==> src/rtl/extmem_req_bridge.sv <==
// Request bridge from the accelerator external-memory port to a word-addressed memory:
// in-order request FIFO, bounded outstanding reads, in-order returns. Optional macro: REGION_CHECK_EN.
module extmem_req_bridge #(
  parameter int unsigned ADDR_W     = 32,
  parameter int unsigned DATA_W     = 32,
  parameter int unsigned REQ_DEPTH  = 8,
  parameter int unsigned MAX_OUTST  = 4,
  parameter int unsigned OFFSET_FMO = 4*(2**20),
  parameter int unsigned OFFSET_KEX = 6*(2**20),
  parameter int unsigned MEM_TOP    = 64*(2**20)
) (
  input  logic              clk,
  input  logic              rst,
  input  logic              request_extmem,
  input  logic              write_extmem,
  input  logic [ADDR_W-1:0] addr_extmem,
  input  logic [DATA_W-1:0] w_data,
  output logic              valid_extmem,
  output logic [DATA_W-1:0] data_extmem,
  output logic              mem_req,
  output logic              mem_we,
  output logic [ADDR_W-1:0] mem_addr,
  output logic [DATA_W-1:0] mem_wdata,
  input  logic              mem_gnt,
  input  logic              mem_rvalid,
  input  logic [DATA_W-1:0] mem_rdata,
  output logic              idle,
  output logic              ovf_err,
  output logic              region_err,
  output logic [31:0]       rd_cnt,
  output logic [31:0]       wr_cnt
);

  localparam int unsigned PTR_W = (REQ_DEPTH > 1) ? $clog2(REQ_DEPTH) : 1;
  localparam int unsigned CNT_W = $clog2(REQ_DEPTH + 1);
  localparam int unsigned OUT_W = $clog2(MAX_OUTST + 1);

  logic              fifo_we    [REQ_DEPTH];
  logic [ADDR_W-1:0] fifo_addr  [REQ_DEPTH];
  logic [DATA_W-1:0] fifo_wdata [REQ_DEPTH];

  logic [PTR_W-1:0] head_ptr_reg, tail_ptr_reg;
  logic [CNT_W-1:0] count_reg, count_next;
  logic [OUT_W-1:0] outst_reg, outst_next;
  logic             idle_reg, ovf_err_reg, valid_reg;
  logic [DATA_W-1:0] data_reg;
  logic [31:0]      rd_cnt_reg, wr_cnt_reg;

  logic              fifo_empty, fifo_full;
  logic              head_we, head_kill;
  logic [ADDR_W-1:0] head_addr;
  logic              read_blocked, pop, push_ok;
  logic              issue_rd, issue_wr, ret;
  logic              ret_zero;

  assign fifo_empty = (count_reg == '0);
  assign fifo_full  = (count_reg == CNT_W'(REQ_DEPTH));
  assign head_we    = fifo_we[head_ptr_reg];
  assign head_addr  = fifo_addr[head_ptr_reg];

  // A read at the head waits while the outstanding window is full; writes never wait on it.
  assign read_blocked = !head_we && (outst_reg == OUT_W'(MAX_OUTST));
  assign mem_req      = !fifo_empty && !read_blocked && !(head_kill && head_we);
  assign pop          = (mem_req && mem_gnt) || (!fifo_empty && head_kill && head_we);
  assign push_ok      = request_extmem && (!fifo_full || pop);
  assign issue_rd     = mem_req && mem_gnt && !head_we;
  assign issue_wr     = mem_req && mem_gnt && head_we;
  assign ret          = mem_rvalid && (outst_reg != '0);

  assign mem_we    = head_we;
  assign mem_addr  = head_kill ? '0 : head_addr;
  assign mem_wdata = fifo_wdata[head_ptr_reg];

  always_comb begin
    count_next = count_reg;
    if (push_ok && !pop)
      count_next = count_reg + CNT_W'(1);
    else if (!push_ok && pop)
      count_next = count_reg - CNT_W'(1);
  end

  always_comb begin
    outst_next = outst_reg;
    if (issue_rd && !ret)
      outst_next = outst_reg + OUT_W'(1);
    else if (!issue_rd && ret)
      outst_next = outst_reg - OUT_W'(1);
  end

  // Entry storage carries no reset; occupancy is governed by the pointers alone.
  always_ff @(posedge clk) begin
    if (push_ok) begin
      fifo_we[tail_ptr_reg]    <= write_extmem;
      fifo_addr[tail_ptr_reg]  <= addr_extmem;
      fifo_wdata[tail_ptr_reg] <= w_data;
    end
  end

  always_ff @(posedge clk) begin
    if (rst) begin
      head_ptr_reg <= '0;
      tail_ptr_reg <= '0;
      count_reg    <= '0;
      outst_reg    <= '0;
      idle_reg     <= 1'b1;
      ovf_err_reg  <= 1'b0;
      valid_reg    <= 1'b0;
      data_reg     <= '0;
      rd_cnt_reg   <= '0;
      wr_cnt_reg   <= '0;
    end else begin
      if (push_ok)
        tail_ptr_reg <= tail_ptr_reg + PTR_W'(1);
      if (pop)
        head_ptr_reg <= head_ptr_reg + PTR_W'(1);
      if (request_extmem && !push_ok)
        ovf_err_reg <= 1'b1;
      count_reg  <= count_next;
      outst_reg  <= outst_next;
      idle_reg   <= (count_next == '0) && (outst_next == '0);
      if (issue_rd)
        rd_cnt_reg <= rd_cnt_reg + 32'd1;
      if (issue_wr)
        wr_cnt_reg <= wr_cnt_reg + 32'd1;
      valid_reg <= ret;
      if (ret)
        data_reg <= ret_zero ? '0 : mem_rdata;
    end
  end

`ifdef REGION_CHECK_EN
  localparam int unsigned KQ_W = (MAX_OUTST > 1) ? $clog2(MAX_OUTST) : 1;
  localparam logic [ADDR_W-1:0] FMO_LO  = ADDR_W'(OFFSET_FMO);
  localparam logic [ADDR_W-1:0] FMO_HI  = ADDR_W'(OFFSET_KEX);
  localparam logic [ADDR_W-1:0] TOP_LIM = ADDR_W'(MEM_TOP);

  logic            fifo_kill [REQ_DEPTH];
  logic            kill_in;
  logic            kq_bits [MAX_OUTST];
  logic [KQ_W-1:0] kq_wr_ptr_reg, kq_rd_ptr_reg;
  logic            region_err_reg;

  assign kill_in = (addr_extmem >= TOP_LIM) ||
                   (write_extmem && ((addr_extmem < FMO_LO) || (addr_extmem >= FMO_HI)));
  assign head_kill = fifo_kill[head_ptr_reg];
  // Occupancy of the kill queue always equals outst, so no separate count is needed.
  assign ret_zero  = kq_bits[kq_rd_ptr_reg];
  assign region_err = region_err_reg;

  always_ff @(posedge clk) begin
    if (push_ok)
      fifo_kill[tail_ptr_reg] <= kill_in;
    if (issue_rd)
      kq_bits[kq_wr_ptr_reg] <= head_kill;
  end

  always_ff @(posedge clk) begin
    if (rst) begin
      kq_wr_ptr_reg  <= '0;
      kq_rd_ptr_reg  <= '0;
      region_err_reg <= 1'b0;
    end else begin
      if (issue_rd)
        kq_wr_ptr_reg <= (kq_wr_ptr_reg == KQ_W'(MAX_OUTST - 1)) ? '0 : kq_wr_ptr_reg + KQ_W'(1);
      if (ret)
        kq_rd_ptr_reg <= (kq_rd_ptr_reg == KQ_W'(MAX_OUTST - 1)) ? '0 : kq_rd_ptr_reg + KQ_W'(1);
      if (push_ok && kill_in)
        region_err_reg <= 1'b1;
    end
  end
`else
  logic unused_region_cfg;

  assign head_kill  = 1'b0;
  assign ret_zero   = 1'b0;
  assign region_err = 1'b0;
  assign unused_region_cfg = ^{OFFSET_FMO, OFFSET_KEX, MEM_TOP};
`endif

  assign valid_extmem = valid_reg;
  assign data_extmem  = data_reg;
  assign idle         = idle_reg;
  assign ovf_err      = ovf_err_reg;
  assign rd_cnt       = rd_cnt_reg;
  assign wr_cnt       = wr_cnt_reg;

endmodule
==> config.mk <==
export PLATFORM = sky130hd
export DESIGN_NAME = extmem_req_bridge
export DESIGN_NICKNAME = d
export VERILOG_FILES = /design/src/rtl/extmem_req_bridge.sv
export SDC_FILE = /design/constraint.sdc
export NUM_CORES = 1
export LEC_CHECK = 0
export CAP_MARGIN = 20
export CORE_MARGIN = 3
export CORE_UTILIZATION = 45
export DETAILED_ROUTE_END_ITERATION = 6
export PLACE_DENSITY = 0.68
export SETUP_SLACK_MARGIN = 0.15
export SLEW_MARGIN = 25
export SYNTH_ARGS = -nofsm -noshare
export SYNTH_HDL_FRONTEND = slang
export SYNTH_SLANG_ARGS = --single-unit
==> constraint.sdc <==
create_clock -name clk -period 9.3 [get_ports clk]
set_input_delay 1.395 -clock clk [delete_from_list [all_inputs] [get_ports clk]]
set_output_delay 1.395 -clock clk [all_outputs]
set_load 0.01 [all_outputs]
==> impl_metrics.py, run 1 <==
metrics = {
    "logic_synthesis": {
        "synth_top_cell_area_share": 0.632,
        "synth-edff-count": 520,
        "synthesis.area_um2": 24700,
        "async_flop_share": 0,
        "syn_nets": 1507,
        "yosysMostFrequentCell": "edfxtp_1",
        "ys_ff_latch": 635,
        "ys.flop_type": "edfxtp_1",
        "synth_common_cells": "edfxtp_1, mux4_2, dfxtp_1, nand2_1, nor2_1",
        "synth_area_leaders": "edfxtp_1, mux4_2, dfxtp_1, mux2_2, nand2_1",
        "yosysWarnings": 0,
        "synth_area_per_cell_um2": 17.7,
        "synth_top_area_cell": "edfxtp_1",
        "ys_seq_area_frac": 0.725,
        "ys_types": 57,
        "synthCells": 1396,
    },
    "power": {
        "power_density_nw_per_um2": 251,
        "power.leakage_uw": 0.00949,
        "ir_worst_vdd_mv": 0.131,
    },
    "floorplan": {
        "die_w_um": 240,
        "ios": 268,
        "die_h_um": 240,
        "fp.coreArea_um2": 54000,
        "initial_utilization": 0.457,
        "rows": 85,
        "dieArea_um2": 57700,
    },
    "sta": {
        "finalCriticalPeriod_ns": 5.19,
        "worst_pin_slew_ns": 0.981,
        "maxSlewViolCount": 0,
        "skew_ns": 0.0232,
        "fmax_mhz": 193,
        "setup_tns_ns": 0,
        "hold_viol": 0,
        "whs_ns": 0.451,
        "max-slew-margin-rel": 0.346,
        "rsz0062_at_grt": "no",
        "finalCritPeriodShare": 0.558,
        "setup_viol": 0,
    },
    "placement": {
        "io_buffers": 266,
        "dp_cells": 2309,
        "place.gp.congestion": 0.789,
        "post_dp_cell_area_um2": 28200,
        "hpwl_mm": 29.6,
    },
    "worst_setup_path": {
        "startpoint_type": "flip-flop",
        "cp.required_ns": 7.91,
        "crit_type": "reg2out",
        "cp-end-kind": "primary output",
        "arrival_ns": 3.80,
        "cp_max_fo": 46,
    },
    "cells_and_area": {
        "stdcell_count": 2432,
        "nNetsFinal": 1793,
        "design_area_um2": 30300,
        "drive_above_1_share": 0.193,
        "fillCellCount": 4165,
        "area_delta_synth_final_pct": 22.7,
        "largestRegisters": "fifo_addr x256, fifo_wdata x256",
    },
    "detailed_routing": {
        "ant_nets": 0,
        "drt-initial-drc-count": 695,
        "dr.pass1.iters": 5,
        "via_per_inst": 5.45,
        "wire_per_inst_um": 21.4,
        "drcViolationCount": 0,
        "vias": 13300,
        "drt_wl_total_mm": 52.0,
    },
    "clock_tree": {
        "htree_levels": 3,
        "postCtsHoldBufs": 0,
        "cts_tree": "built",
        "cts_setup_buffers": 0,
        "clock-root-buffer": "clkbuf_16",
        "cts_buffers": 67,
        "post_cts_resized": 0,
        "clkLatencyLatePin_ns": 0.60,
        "cts_sinks": 635,
        "cts.path.max_buffers": 3,
        "clkTransAtPathRegs_ns": 0.06,
    },
    "grt": {
        "grt_pass1_vias": 13800,
        "grt_max_degree": 69,
        "grt_pass1_wl_mm": 80.9,
        "track_usage": 0.185,
        "overflow": 0,
        "antenna_found_initial": 7,
    },
    "job": {
        "drv_cap": 0,
    },
    "status": {
        "outcome": "finished, final reports clean",
    },
    "hold_path": {
        "hp-class": "reg2reg",
    },
}
## placed cells by master (no fill, tap or decap), types with 4 or more instances in the layout
master           netlist  layout
clkbuf_1              47      20
nand4_1               22      22
mux4_2               129     129
a21oi_1               49      49
xor2_1                27      27
or3_1                  4       4
buf_6                  1       6
nor4_2                 3       4
mux2_2                64      64
nor2_1                78      74
xnor2_1               30      30
mux2i_1                9       9
edfxtp_1             520     520
nand2_1               98      97
clkbuf_16              0      68
inv_1                 25      25
nand3_1               28      28
buf_4                  2      13
o21ai_0               11      11
nand2b_1               4       4
nor2b_1                4       4
nor4_1                15      14
clkdlybuf4s50_1        0     265
clkinv_2               0      11
and2_1                 4       4
bufinv_16              0       4
dfxtp_1              115     112
nor3_2                 1       5
ha_1                   9       9
nor3_1                23      19
and4_1                 7       7
or4_1                  4       4
o31ai_1                4       4
clkinv_1               0       6
and3_1                 7       7
## layer usage
metal  GRT usage  routed length (um)
met5           0                  43
met4      0.0525                 851
met3      0.0582                3950
met2       0.297               25600
met1       0.245               21600
## where the power goes
part | internal, uW | total (uW) | leakage (uW) | switching, uW
sequential | 3240 | 3310 | 0.00566 | 66.5
clock | 1490 | 2530 | 0.00103 | 1040
combinational | 943 | 1770 | 0.00281 | 829
total | 5680 | 7610 | 0.00949 | 1940
## critical path, cell delays in order (launching register included)
cell             delay, ns
dfxtp_4               0.34
buf_4                 0.71
buf_4                 0.71
mux4_2                0.60
mux2_2                0.33
clkdlybuf4s50_1       0.50
## stage by stage
stage          utilization  total power [uW]  setup WS [ns]
2_1_floorplan            -              4500          0.455
3_3_place_gp         0.521              5140           4.38
3_5_place_dp         0.522              5170           4.37
4_1_cts              0.561              7740           3.90
5_1_grt              0.561              7980           3.75
6_report             0.561              7610           4.11
## path summary, 6_finish.rpt
kind / start / endpoint / slack (ns) / depth (start not counted)
setup / recovery: flip-flop / mem_wdata[21] / 4.11 / 5
hold / removal: data_extmem[27]$_SDFFE_PP0P_ / data_extmem[27]$_SDFFE_PP0P_ / 0.45 / 2
setup reg to reg: flip-flop / fifo_wdata[1][29]$_DFFE_PP_ / 4.94 / 7
hold reg to reg: data_extmem[27]$_SDFFE_PP0P_ / data_extmem[27]$_SDFFE_PP0P_ / 0.45 / 2
## logic make-up after synthesis
family | count (synthesis) | synth area share
compound gates | 87 | 0.0218
xor+xnor | 57 | 0.0202
fa+ha+maj | 9 | 0.00456
buf+inv | 94 | 0.0156
flops | 635 | 0.725
mux | 203 | 0.151
other cells | 1 | 0.000152
simple gates | 310 | 0.0611
## final cells by class
class / count / area (um2) / area share
Clock inverter: 28 / 279 / 0.00921
Clock buffer: 92 / 1830 / 0.0602
Multi-Input combinational cell: 667 / 6450 / 0.213
Sequential cell: 635 / 17900 / 0.592
Tap cell: 696 / 871 / 0.0287
Timing Repair Buffer: 285 / 2850 / 0.0939
Inverter: 26 / 97.6 / 0.00322
Antenna cell: 3 / 7.51 / 0.000248
Power figures use the tool's default switching activity.
==> run 2: changes to the inputs <==
clock period = 4.55 ns   (was 9.3 ns; I/O delays follow)
==> run 2 against run 1 <==
Clock skew increased by 0.010 ns. Die area unchanged. First-iteration DRC count increased by 35%. Sequential share of layout area decreased by 0.16 points. Sequential cell count unchanged. Sequential power increased by 110%. Utilization increased by 0.16 points. Critical endpoint is now mem_wdata[23].
==> impl_metrics.py, run 2 (same netlist as run 1, synthesis figures left out) <==
metrics = {
    "power": {
        "power_density_nw_per_um2": 514,
        "power.leakage_uw": 0.00950,
        "ir_worst_vdd_mv": 0.257,
    },
    "worst_setup_path": {
        "cp_max_fo": 50,
        "crit_type": "reg2out",
        "cp-end-kind": "primary output",
        "cp.required_ns": 3.87,
        "arrival_ns": 3.40,
        "startpoint_type": "flip-flop",
    },
    "sta": {
        "setup_viol": 0,
        "setup_tns_ns": 0,
        "maxSlewViolCount": 0,
        "finalCriticalPeriod_ns": 4.09,
        "hold_viol": 0,
        "worst_pin_slew_ns": 0.982,
        "layout_setup_ws_ns": 0.463,
        "rsz0062_at_grt": "no",
        "max-slew-margin-rel": 0.341,
        "skew_ns": 0.0334,
        "fmax_mhz": 245,
        "finalCritPeriodShare": 0.898,
    },
    "floorplan": {
        "die_w_um": 240,
        "die_h_um": 240,
        "ios": 268,
        "fp.coreArea_um2": 54000,
        "rows": 85,
        "dieArea_um2": 57700,
        "initial_utilization": 0.457,
    },
    "clock_tree": {
        "cts.path.max_buffers": 3,
        "cts_tree": "built",
        "htree_levels": 3,
        "cts_setup_buffers": 0,
        "cts_buffers": 66,
        "clock-root-buffer": "clkbuf_16",
        "cts_sinks": 635,
        "clkLatencyLatePin_ns": 0.58,
        "clkTransAtPathRegs_ns": 0.06,
    },
    "grt": {
        "track_usage": 0.185,
        "overflow": 0,
        "grt_max_degree": 129,
        "antenna_found_initial": 4,
        "grt_pass1_vias": 13700,
        "grt_pass1_wl_mm": 81.1,
    },
    "detailed_routing": {
        "drt-initial-drc-count": 936,
        "drt_wl_total_mm": 52.6,
        "wire_per_inst_um": 21.7,
        "via_per_inst": 5.50,
        "dr.pass1.iters": 4,
        "vias": 13400,
        "ant_nets": 0,
        "drcViolationCount": 0,
    },
    "placement": {
        "hpwl_mm": 29.7,
        "pre_cts_ws_ns": 0.872,
        "place.gp.congestion": 0.777,
        "dp_cells": 2312,
        "io_buffers": 266,
    },
    "job": {
        "drv_cap": 0,
    },
    "cells_and_area": {
        "layout_common_cells": "edfxtp_1, clkdlybuf4s50_1, mux4_2, dfxtp_1, nand2_1",
        "area_delta_synth_final_pct": 23.0,
        "n_antenna_cell": 0,
        "nNetsFinal": 1797,
        "largestRegisters": "fifo_addr x256, fifo_wdata x256",
        "drive_above_1_share": 0.193,
        "layout_commonest_cell": "edfxtp_1",
        "stdcell_count": 2427,
    },
    "status": {
        "outcome": "finished, final reports clean",
    },
    "hold_path": {
        "hp-class": "reg2reg",
    },
}
[run 2: changes by cell type in the layout (fill, tap and decap cells not counted), moves of 4 or more]
cell and change:
buf_12 +4, buf_4 +5, buf_6 -5, clkbuf_1 -9, clkinv_1 +7, clkinv_2 -4
nor3_2 -4, nor3_4 +4
[run 2: final cells by class]
class | instances | area [um2]
Tap cell | 696 | 871
Timing Repair Buffer | 290 | 2930
Multi-Input combinational cell | 667 | 6480
Sequential cell | 635 | 17900
Clock buffer | 80 | 1760
Inverter | 26 | 97.6
Fill cell | 4132 | 23600
Clock inverter | 33 | 322
[run 2: timing repair]
action	in CTS	in global routing
hold buffers	0	0
setup endpoints to repair	0	22
resized for setup	0	0
[run 2: per-layer routing]
metal | global-route usage | vias to the layer above | wire, um | part of all wire
met5 | 0 | - | 62 | 0.0012
met4 | 0.0495 | 8 | 818 | 0.016
met3 | 0.0509 | 67 | 3880 | 0.074
met2 | 0.301 | 385 | 25500 | 0.49
met1 | 0.247 | 6839 | 22300 | 0.42
li1 | - | 6056 | - | -
[run 2: where the power goes]
part           internal [uW]  total (uW)  switching [uW]  leakage [uW]
logic                   1960        3640            1680       0.00284
registers               6620        6790             169       0.00566
clock network           3080        5190            2110       0.00100
[run 2: through the flow]
stage	hold WS (ns)	utilization	cell area (um2)	total power, uW
after floorplan	0.454	-	24700	9180
after global placement	0.441	0.523	28300	10500
after detailed placement	0.446	0.523	28300	10600
after CTS	0.454	0.561	30300	15800
after global routing	0.468	0.562	30400	16400
final	0.452	0.562	30400	15600
[run 2: path summary, 6_finish.rpt]
check	startpoint	end	slack, ns	cells past startpoint
setup / recovery	flip-flop	mem_wdata[23]	0.46	5
hold / removal	data_extmem[22]$_SDFFE_PP0P_	data_extmem[22]$_SDFFE_PP0P_	0.45	2
setup reg to reg	flip-flop	fifo_addr[2][11]$_DFFE_PP_	0.90	6
hold reg to reg	data_extmem[22]$_SDFFE_PP0P_	data_extmem[22]$_SDFFE_PP0P_	0.45	2
[run 2: critical path, cell delays in order (launching register included)]
cell and delay (ns):
dfxtp_4 0.54, buf_12 0.40, clkbuf_16 0.41, mux4_2 0.55, mux2_2 0.32, clkdlybuf4s50_1 0.50
==> run 3: changes to the inputs <==
CAP_MARGIN = not set   (was 20)
==> results of run 3 <==
Same layout as run 2: the final DEF is identical, and so are final timing and power.
